--- config.mk ---
export PLATFORM = sky130hd
export DESIGN_NAME = exgcd_recursive_flat
export DESIGN_NICKNAME = d
export VERILOG_FILES = /design/src/rtl/exgcd_pkg.sv /design/src/rtl/exgcd_if.sv /design/src/rtl/exgcd_divmod.sv /design/src/rtl/exgcd_recursive.sv /design/src/flat_wrapper.sv
export SDC_FILE = /design/constraint.sdc
export NUM_CORES = 1
export LEC_CHECK = 0
export BUFFER_PORTS_ARGS = -buffer_cell sky130_fd_sc_hd__buf_2
export CAP_MARGIN = 20
export CORE_MARGIN = 1.5
export CORE_UTILIZATION = 45
export CTS_BUF_LIST = sky130_fd_sc_hd__clkbuf_16
export DETAILED_ROUTE_END_ITERATION = 12
export SETUP_SLACK_MARGIN = 0.05
export SLEW_MARGIN = 5
export SYNTH_ARGS = -nofsm -noshare
export SYNTH_HDL_FRONTEND = slang
export SYNTH_HIERARCHICAL = 1
export SYNTH_SLANG_ARGS = --single-unit
--- constraint.sdc ---
create_clock -name clk -period 20.4 [get_ports clk]
set_input_delay 3.06 -clock clk [delete_from_list [all_inputs] [get_ports clk]]
set_output_delay 3.06 -clock clk [all_outputs]
set_load 0.01 [all_outputs]
--- src/rtl/exgcd_pkg.sv ---
// Shared types and defaults for the extended-Euclid engine.
package exgcd_pkg;

  localparam int EXGCD_WIDTH = 8;

  typedef enum logic [1:0] {
    IDLE = 2'd0,
    RUN  = 2'd1,
    DONE = 2'd2
  } state_t;

  // Bezout coefficients need two guard bits beyond the operand width.
  typedef logic signed [EXGCD_WIDTH+1:0] coef_t;

endpackage

--- src/rtl/exgcd_if.sv ---
// Request/result bundle of the extended-Euclid engine; coef_y exists only with EXGCD_BEZOUT_Y_EN.
interface exgcd_if
  import exgcd_pkg::*;
#(
  parameter int WIDTH = EXGCD_WIDTH
) ();

  logic [WIDTH-1:0] data_a;
  logic [WIDTH-1:0] data_b;
  logic             valid_in;
  logic [WIDTH-1:0] gcd;
  logic [WIDTH-1:0] inv;
  logic             valid_out;
`ifdef EXGCD_BEZOUT_Y_EN
  logic [WIDTH-1:0] coef_y;
`endif

`ifdef EXGCD_BEZOUT_Y_EN
  modport master (output data_a, data_b, valid_in, input gcd, inv, valid_out, coef_y);
  modport slave  (input data_a, data_b, valid_in, output gcd, inv, valid_out, coef_y);
`else
  modport master (output data_a, data_b, valid_in, input gcd, inv, valid_out);
  modport slave  (input data_a, data_b, valid_in, output gcd, inv, valid_out);
`endif

endinterface

--- src/rtl/exgcd_divmod.sv ---
// Combinational unsigned restoring array divider: quotient and remainder of num/den.
// A zero divisor yields meaningless outputs; callers never use them.
module exgcd_divmod #(
  parameter int WIDTH = 8
) (
  input  logic [WIDTH-1:0] num_i,
  input  logic [WIDTH-1:0] den_i,
  output logic [WIDTH-1:0] quo_o,
  output logic [WIDTH-1:0] rem_o
);

  logic [WIDTH:0] part;

  always_comb begin
    part  = '0;
    quo_o = '0;
    for (int i = WIDTH - 1; i >= 0; i--) begin
      part = {part[WIDTH-1:0], num_i[i]};
      if (part >= {1'b0, den_i}) begin
        part     = part - {1'b0, den_i};
        quo_o[i] = 1'b1;
      end
    end
    rem_o = part[WIDTH-1:0];
  end

endmodule

--- src/rtl/exgcd_recursive.sv ---
// Iterative extended Euclid: one remainder step per clock, gcd and Bezout x (plus y when
// EXGCD_BEZOUT_Y_EN is defined) registered on completion with a one-cycle valid_out pulse.
module exgcd_recursive
  import exgcd_pkg::*;
#(
  parameter int WIDTH = EXGCD_WIDTH
) (
  input logic    clk,
  input logic    rst_n,
  exgcd_if.slave bus
);

  localparam int CW = WIDTH + 2;

  state_t                state_q;
  logic [WIDTH-1:0]      r0_q, r1_q;
  logic signed [CW-1:0]  s0_q, s1_q;
  logic [WIDTH-1:0]      gcd_q, inv_q;
  logic                  vld_q;

  logic [WIDTH-1:0]      quo, rem;
  logic signed [CW-1:0]  s1_d;

  exgcd_divmod #(.WIDTH(WIDTH)) u_divmod (
    .num_i (r0_q),
    .den_i (r1_q),
    .quo_o (quo),
    .rem_o (rem)
  );

  // Modular CW-bit arithmetic is exact because |s| never exceeds b/g.
  assign s1_d = s0_q - $signed({2'b00, quo}) * s1_q;

`ifdef EXGCD_BEZOUT_Y_EN
  logic signed [CW-1:0]  t0_q, t1_q;
  logic signed [CW-1:0]  t1_d;
  logic [WIDTH-1:0]      y_q;

  assign t1_d = t0_q - $signed({2'b00, quo}) * t1_q;

  always_ff @(posedge clk) begin
    if (rst_n) begin
      t0_q <= '0;
      t1_q <= '0;
      y_q  <= '0;
    end else begin
      case (state_q)
        IDLE: if (bus.valid_in) begin
          t0_q <= '0;
          t1_q <= CW'(1);
        end
        RUN: begin
          if (r1_q != '0) begin
            t0_q <= t1_q;
            t1_q <= t1_d;
          end else begin
            y_q <= t0_q[WIDTH-1:0];
          end
        end
        default: ;
      endcase
    end
  end

  assign bus.coef_y = y_q;
`endif

  always_ff @(posedge clk) begin
    if (rst_n) begin
      state_q <= IDLE;
      r0_q    <= '0;
      r1_q    <= '0;
      s0_q    <= '0;
      s1_q    <= '0;
      gcd_q   <= '0;
      inv_q   <= '0;
      vld_q   <= 1'b0;
    end else begin
      vld_q <= 1'b0;
      case (state_q)
        IDLE: begin
          if (bus.valid_in) begin
            r0_q    <= bus.data_a;
            r1_q    <= bus.data_b;
            s0_q    <= CW'(1);
            s1_q    <= '0;
            state_q <= RUN;
          end
        end
        RUN: begin
          if (r1_q != '0) begin
            r0_q <= r1_q;
            r1_q <= rem;
            s0_q <= s1_q;
            s1_q <= s1_d;
          end else begin
            gcd_q   <= r0_q;
            inv_q   <= s0_q[WIDTH-1:0];
            vld_q   <= 1'b1;
            state_q <= DONE;
          end
        end
        DONE:    state_q <= IDLE;
        default: state_q <= IDLE;
      endcase
    end
  end

  assign bus.gcd       = gcd_q;
  assign bus.inv       = inv_q;
  assign bus.valid_out = vld_q;

endmodule

--- src/flat_wrapper.sv ---
// flat-port wrapper written by rule: the top's interface ports become plain ports
module exgcd_recursive_flat import exgcd_pkg::*;
#(
  parameter int WIDTH = EXGCD_WIDTH
)
  (clk, rst_n, bus_data_a, bus_data_b, bus_valid_in, bus_gcd, bus_inv, bus_valid_out);
  exgcd_if #(.WIDTH(WIDTH)) bus_i ();
  input logic clk;
  input logic rst_n;
  input wire logic [$bits(bus_i.data_a)-1:0] bus_data_a;
  input wire logic [$bits(bus_i.data_b)-1:0] bus_data_b;
  input wire logic [$bits(bus_i.valid_in)-1:0] bus_valid_in;
  output wire logic [$bits(bus_i.gcd)-1:0] bus_gcd;
  output wire logic [$bits(bus_i.inv)-1:0] bus_inv;
  output wire logic [$bits(bus_i.valid_out)-1:0] bus_valid_out;
  assign bus_i.data_a = bus_data_a;
  assign bus_i.data_b = bus_data_b;
  assign bus_i.valid_in = bus_valid_in;
  assign bus_gcd = bus_i.gcd;
  assign bus_inv = bus_i.inv;
  assign bus_valid_out = bus_i.valid_out;
  exgcd_recursive #(.WIDTH(WIDTH)) u_core (.clk(clk), .rst_n(rst_n), .bus(bus_i));
endmodule
==> impl_metrics.toml, run 1 <==
[floorplanning]
fp-row-count = 44
initial_utilization = 0.458
dieArea_sq_mm = 0.0155
die_h_um = 124
die-width_um = 124
ios = 36
core_area_sq_mm = 0.0145

[setup_path]
crit_fanout = 13
crit_type = "reg -> reg"
arrival_ps = 19290
cpPeakStageDelay_ps = 540
endpoint_kind = "register"
cpMaxStageDelayCell = "fa_1"
startpoint_type = "register"
worstPathRequired_ps = 20630

[timing]
setup_tns_ps = 0
maxSlewViolCount = 0
tightest_slew_ps = 1030
setup_viol = 0
max_slew_margin = 0.313
max_freq_mhz = 52.5
final_hold_viol_count = 0
period_needed_ps = 19060
skew_ps = 6.41
worst_hold_slack_ps = 451
finalCritPeriodShare = 0.934
rsz0062_at_grt = "false"

[placement]
place.gp.congestion = 0.960
dpl_cell_area_sq_mm = 0.00701
io_buffer_count = 35
dp_hpwl_um = 15000

[yosys]
yosys_register_bits = 51
synth_top_area_cell = "ha_1"
synth.avg_cell_area_sq_um = 8.16
synthDistinctLibCells = 82
synth.yosys.seq_area_share = 0.154
synth-main-ff-cell = "dfxtp_1"
yosysTopAreaCellShare = 0.155
synth_edf_count = 0
synthArstFlopShare = 0
synthTopCellsByArea = "ha_1 (15%), dfxtp_1 (15%), fa_1 (7.9%)"
synth_warnings = 6
syn_nets = 940
synthCells = 813
syn_area_sq_mm = 0.00663

[grt]
grt_max_degree = 52
grt_antenna_before_repair = 0
grt_usage = 0.241
grt_pass1_wl_um = 30500
grt_remaining_overflow = 0
grt_pass1_vias = 5937

[hold_path]
worstHoldPathType = "reg -> reg"

[clock_network]
htree_levels = 2
cts_buffer_depth = 2
clockRootBuffer = "clkbuf_16"
cts_tree = "done"
clk_pin_slew_ps = 70
cts_sinks = 51
cts_hold_buf = 0
cts_buffers = 5
clk_latency_ps = 290

[layout]
fin_util = 0.511
final_cell_mix = "inv_1 (82), ha_1 (82), nor2_1 (76)"
diodes = 0
area_delta_synth_final_pct = 11.5
finalNetCount = 988
stdcell_area_sq_mm = 0.00739
drive_above_1_share = 0.142

[detailed_routing]
drc = 0
wl_per_cell_um = 18.3
num_vias = 6009
ant_nets = 0
viasPerCell = 5.74
drtIter0Drc = 323
first_pass_iters = 5
drt-total-wl_um = 19200

[run_status]
status = "finished, final reports clean"

[job]
maxCapViolCount = 0
## kinds of logic (layout without fill, tap and decap cells)
group,after synthesis,count (layout),share of synthesized area
AOI/OAI and AO/OA,197,197,0.217
xor gates and xnor gates,48,48,0.0634
adders and majority gates,108,108,0.233
buffers and inverters,103,152,0.0634
DFF,51,51,0.154
muxes,42,42,0.0679
and+or+nand+nor,264,264,0.201
## area by class of cell
cell class,count,area [sq um]
Multi-Input combinational cell,659,5290
Sequential cell,51,1020
Timing Repair Buffer,60,363
Clock inverter,3,46.3
Fill cell,1384,7090
Tap cell,184,230
Clock buffer,5,125
Inverter,84,315
## synthesized netlist by cell type, types with 20 or more instances
master	number
a21oi_1	42
fa_1	26
o21ai_0	33
dfxtp_1	51
nor2_1	76
ha_1	82
xor2_1	22
inv_1	82
nand2_1	72
mux2i_1	24
a211oi_1	24
xnor2_1	26
and2_1	25
nor2b_1	20
## sequential cells by signal, summed over array words and instances, names as in the netlist
name / flops
u_core/bus.gcd: 8
u_core/bus.inv: 8
u_core/r0_q: 8
u_core/r1_q: 8
u_core/s0_q: 8
u_core/s1_q: 8
u_core/state_q: 2
u_core/bus.valid_out: 1
## critical path: cells and delay by family (launching register included)
kind                     cells  cell delay, ps
AO/OA/AOI/OAI               40            7730
adder cells (fa/ha/maj)     12            4320
AND/OR/NAND/NOR             22            4150
multiplexers                 4            1340
buffers and inverters       10            1050
flip-flops                   1             380
## worst paths after layout
check / to / depth (start not counted) / from / slack [ps]
hold reg to reg: u_core/bus.inv[5]$_SDFFE_PP0P_ / 2 / u_core/bus.inv[5]$_SDFFE_PP0P_ / 450
setup reg to reg: u_core/s1_q[7]$_SDFFE_PP0P_ / 88 / u_core/r0_q[7]$_SDFFE_PP0P_ / 1340
hold / removal: u_core/bus.inv[5]$_SDFFE_PP0P_ / 2 / u_core/bus.inv[5]$_SDFFE_PP0P_ / 450
setup / recovery: u_core/s1_q[7]$_SDFFE_PP0P_ / 88 / u_core/r0_q[7]$_SDFFE_PP0P_ / 1340
## routing by layer
metal	share of wire	GRT usage	vias to the layer above	wire length [um]
met1	0.45	0.316	2905	8600
met3	0.029	0.0142	26	555
met5	0	0	-	0
met4	0.020	0.0561	0	376
li1	-	-	2960	-
met2	0.50	0.433	118	9640
## through the flow
stage,instances,setup slack [ps]
6_report,1046,1340
5_1_grt,1046,17.8
4_1_cts,1030,155
3_5_place_dp,1022,-217
3_3_place_gp,1022,493
2_1_floorplan,813,1630
## what timing repair did
item	in CTS	in global routing
buffers inserted	0	16
hold endpoints to repair	0	0
gates cloned	0	0
gates resized for setup	5	17
pin swaps	0	4
setup endpoints to repair	2	8
Power of run 1 is not shown: default switching activity piles up to over one toggle a cycle in this logic, so the estimate is an artifact.
==> run 2, diff against run 1 <==
ABC_AREA = 1   (was unset)
==> impl_metrics.toml, run 2 <==
[yosys]
synthCells = 1035
synth_compound_area_frac = 0.135
synth-main-ff-cell = "dfxtp_1"
synth_edf_count = 0
synth.avg_cell_area_sq_um = 6.58
yosys_register_bits = 51
synthDistinctLibCells = 50
synth.yosys.seq_area_share = 0.150
synthXorXnorAreaFrac = 0.0566
synth.most_common_cell = "nand2_1"
synthArstFlopShare = 0
synth_adder_area_share = 0.227
synth_top_area_cell = "ha_1"
syn_area_sq_mm = 0.00681
synthTopCellsByArea = "ha_1 (15%), dfxtp_1 (15%), nand2_1 (15%)"
syn_nets = 1162
synth_top_family_by_area = "simple AND/OR/NAND/NOR gates"
yosys.area_share.simple = 0.306
synth_warnings = 6
synth_common_cells = "nand2_1 (271), inv_1 (184), ha_1 (82)"
yosysTopAreaCellShare = 0.151
synthMuxAreaShare = 0

[setup_path]
cp_top_family = "simple AND/OR/NAND/NOR gates"
arrival_ps = 17570
crit_type = "reg -> reg"
path_buf_inv = 18
path_common_cell = "nand2_1"
crit_fanout = 21
cpMaxStageDelayCell = "dfxtp_1"
endpoint_kind = "register"
worst-r2r-cell-count = 108
worst-path-stages = 108
worstPathRequired_ps = 20620
startpoint_type = "register"
cpPeakStageDelay_ps = 730

[clock_network]
clk_latency_ps = 300
cts_buffers = 5
cts_tree = "done"
cts_setup_buffers = 0
htree_levels = 2
cts_buffer_depth = 2
clockRootBuffer = "clkbuf_16"
cts_sinks = 51
cts_hold_buf = 0
clk_pin_slew_ps = 80
ctsResizeCount = 0

[job]
maxCapViolCount = 0

[timing]
tightest_slew_ps = 755
maxSlewViolCount = 0
worst_hold_slack_ps = 462
period_needed_ps = 17350
setup_viol = 0
setup_tns_ps = 0
rsz0062_at_grt = "false"
skew_ps = 10.8
max_freq_mhz = 57.6
final_hold_viol_count = 0
finalCritPeriodShare = 0.851
max_slew_margin = 0.496

[floorplanning]
die-width_um = 126
ios = 36
die_h_um = 126
fp-row-count = 44
core_area_sq_mm = 0.0146
dieArea_sq_mm = 0.0159
initial_utilization = 0.465

[layout]
final_cell_mix = "nand2_1 (271), inv_1 (184), ha_1 (82)"
area_delta_synth_final_pct = 6.39
layout.cells.non_filler = 1240
nFillCells = 1510
drive_above_1_share = 0.0900
finalNetCount = 1182
layout_commonest_cell = "nand2_1"
multiInputGateArea_sq_mm = 0.00493
diodes = 0
area.sequential_sq_mm = 0.00102

[detailed_routing]
first_pass_iters = 5
wl_per_cell_um = 14.5
drt-total-wl_um = 18000
ant_nets = 0
drtIter0Drc = 342
viasPerCell = 5.11
num_vias = 6335
drc = 0

[placement]
dp_cells = 1232
place.gp.congestion = 0.876
io_buffer_count = 35
dp_hpwl_um = 14300

[grt]
grt_usage = 0.235
grt_max_degree = 33
grt_antenna_before_repair = 0
grt_pass1_wl_um = 30200
grt_remaining_overflow = 0
grt_pass1_vias = 5970

[hold_path]
worstHoldPathType = "reg -> reg"
whs_path_depth = 2

[run_status]
status = "finished, final reports clean"
==> run 2: cell types whose count changed in the layout (fill, tap and decap cells not counted), sizes merged, moves of 29 or more <==
cell and delta:
inv +109, nand2 +211, nand3 +49, o21ai +29
==> run 2: layout make-up <==
cell class              instances  area share
clock inverters                 3     0.00345
flip-flops and latches         51       0.141
repair buffers                 36      0.0252
multi-input cells             768       0.681
inverters                     193       0.101
clock buffers                   5      0.0173
well taps                     184      0.0318
==> run 2: worst paths after layout <==
check	start	end	slack [ps]
min reg2reg	u_core/s0_q[2]$_SDFFE_PP0P_	u_core/s0_q[2]$_SDFFE_PP0P_	460
max	u_core/r1_q[1]$_SDFFE_PP0P_	u_core/s1_q[7]$_SDFFE_PP0P_	3050
min	u_core/s0_q[2]$_SDFFE_PP0P_	u_core/s0_q[2]$_SDFFE_PP0P_	460
max reg2reg	u_core/r1_q[1]$_SDFFE_PP0P_	u_core/s1_q[7]$_SDFFE_PP0P_	3050
==> run 2: per-stage QoR <==
step / utilization / cell area, sq um / setup WS, ps
after floorplan: - / 6810 / 5220
after global placement: 0.485 / 7100 / 3530
after detailed placement: 0.485 / 7100 / 3140
after CTS: 0.495 / 7250 / 3120
after global routing: 0.495 / 7250 / 924
final: 0.495 / 7250 / 3050
==> run 2: logic make-up after synthesis <==
kind of cell | count (synthesis)
fa+ha+maj | 108
flops | 51
simple gates | 457
xor+xnor | 44
compound gates | 159
buf+inv | 216
==> run 2: metal layers <==
metal,track usage,routed length (um),share of wire
met1,0.343,9240,0.51
met2,0.385,7940,0.44
met3,0.0234,757,0.042
met4,0.0291,73,0.0041
met5,0,0,0
==> run 2: worst register-to-register path: cells and delay by family, from the launching register on <==
kind                       cells  cell delay, ps
adders and majority gates     12            4490
AOI/OAI and AO/OA             27            4740
and+or+nand+nor               51            5780
DFF                            1             730
buffers and inverters         18            1600
Power of run 2 is left out for the same reason.
==> run 3, diff against run 2 <==
CORE_UTILIZATION = 34   (was 45)
==> impl_metrics.toml, run 3 (synthesis results as in run 2) <==
[floorplanning]
core_area_sq_mm = 0.0196
dieArea_sq_mm = 0.0209
fp-row-count = 51
die_h_um = 145
initial_utilization = 0.348
ios = 36
die-width_um = 145

[clock_network]
cts_buffer_depth = 2
cts_buffers = 5
cts_setup_buffers = 0
cts_tree = "done"
htree_levels = 2
cts_hold_buf = 0
clockRootBuffer = "clkbuf_16"
clk_latency_ps = 290
clk_pin_slew_ps = 70
cts_sinks = 51
ctsResizeCount = 0

[layout]
nFillCells = 2084
final_cell_mix = "nand2_1 (271), inv_1 (184), ha_1 (82)"
diodes = 0
area_delta_synth_final_pct = 8.28
finalNetCount = 1184
layout_commonest_cell = "nand2_1"
drive_above_1_share = 0.0908
multiInputGateArea_sq_mm = 0.00493
area.sequential_sq_mm = 0.00102

[hold_path]
whs_endpoint = "u_core/s0_q[2]$_SDFFE_PP0P_"
worstHoldPathType = "reg -> reg"
whs_path_depth = 2
min_from = "u_core/s0_q[2]$_SDFFE_PP0P_"

[setup_path]
worstPathRequired_ps = 20620
cpMaxStageDelayCell = "dfxtp_1"
worstReg2RegEnd = "u_core/s1_q[7]$_SDFFE_PP0P_"
startpoint_type = "register"
arrival_ps = 17690
path_common_cell = "nand2_1"
r2r_start = "u_core/r1_q[1]$_SDFFE_PP0P_"
rrSetupSlack_ps = 2930
worst-r2r-cell-count = 110
endpoint_kind = "register"
crit_type = "reg -> reg"
cp-startpoint = "u_core/r1_q[1]$_SDFFE_PP0P_"
crit_fanout = 21
cpPeakStageDelay_ps = 720

[timing]
skew_ps = 10.4
tightest_slew_ps = 803
period_needed_ps = 17470
finalCritPeriodShare = 0.856
max_freq_mhz = 57.2
setup_viol = 0
maxSlewViolCount = 0
setup_tns_ps = 0
final_hold_viol_count = 0
max_slew_margin = 0.464
rsz0062_at_grt = "false"

[placement]
place.gp.congestion = 0.936
dp_hpwl_um = 14500
io_buffer_count = 35

[grt]
grt_max_degree = 33
grt_pass1_wl_um = 29900
grt_usage = 0.180
grt_remaining_overflow = 0
grt_pass1_vias = 5979
grt_antenna_before_repair = 0

[detailed_routing]
ant_nets = 0
num_vias = 6330
wl_per_cell_um = 13.6
drtIter0Drc = 369
viasPerCell = 4.79
first_pass_iters = 5
drt-total-wl_um = 17900
drc = 0

[run_status]
status = "finished, final reports clean"

[job]
maxCapViolCount = 0
## run 3: cell count changes in the layout (fill, tap and decap cells not counted)
cell and delta:
inv_6 -2, bufinv_16 +1, buf_4 +2
## run 3: through the flow
stage	hold WS (ps)	area [sq um]	std cells	worst slack [ps]	utilization
finish	469	7380	1322	2930	0.377
global route	479	7380	1322	724	0.377
CTS	466	7380	1322	2940	0.377
detailed placement	455	7220	1315	2990	0.368
global placement	448	7210	1314	3500	0.368
floorplan	440	6810	1035	5220	-
## run 3: worst max path at each step
stage | endpoint | slack, ps | depth (start not counted)
3_5_place_dp | u_core/s1_q[7]$_SDFFE_PP0P_ | 2990 | 108
5_1_grt | u_core/s1_q[7]$_SDFFE_PP0P_ | 720 | 108
3_3_place_gp | u_core/s1_q[7]$_SDFFE_PP0P_ | 3500 | 106
6_report | u_core/s1_q[7]$_SDFFE_PP0P_ | 2930 | 110
2_1_floorplan | u_core/s1_q[7]$_SDFFE_PP0P_ | 5220 | 115
4_1_cts | u_core/s1_q[7]$_SDFFE_PP0P_ | 2940 | 108
## run 3: critical path, delay by kind of cell (launching register included)
kind	cells	cell delay, ps
AOI/OAI and AO/OA	27	4520
adders and majority gates	12	4500
buffers and inverters	22	1910
DFF	1	720
and+or+nand+nor	49	5730
## run 3: layout make-up
type | instances | share of cell area
Clock inverter | 2 | 0.00509
Tap cell | 265 | 0.0449
Multi-Input combinational cell | 768 | 0.669
Sequential cell | 51 | 0.138
Timing Repair Buffer | 38 | 0.0268
Inverter | 193 | 0.0992
Clock buffer | 5 | 0.0170
## run 3: metal layers
layer,share of wire,vias up,wire length [um],global-route usage
met5,0,-,0,0
met3,0.030,10,544,0.0185
li1,-,3366,-,-
met1,0.48,2852,8530,0.244
met4,0.0073,0,131,0.0223
met2,0.49,102,8740,0.317
Power of run 3 is left out for the same reason.
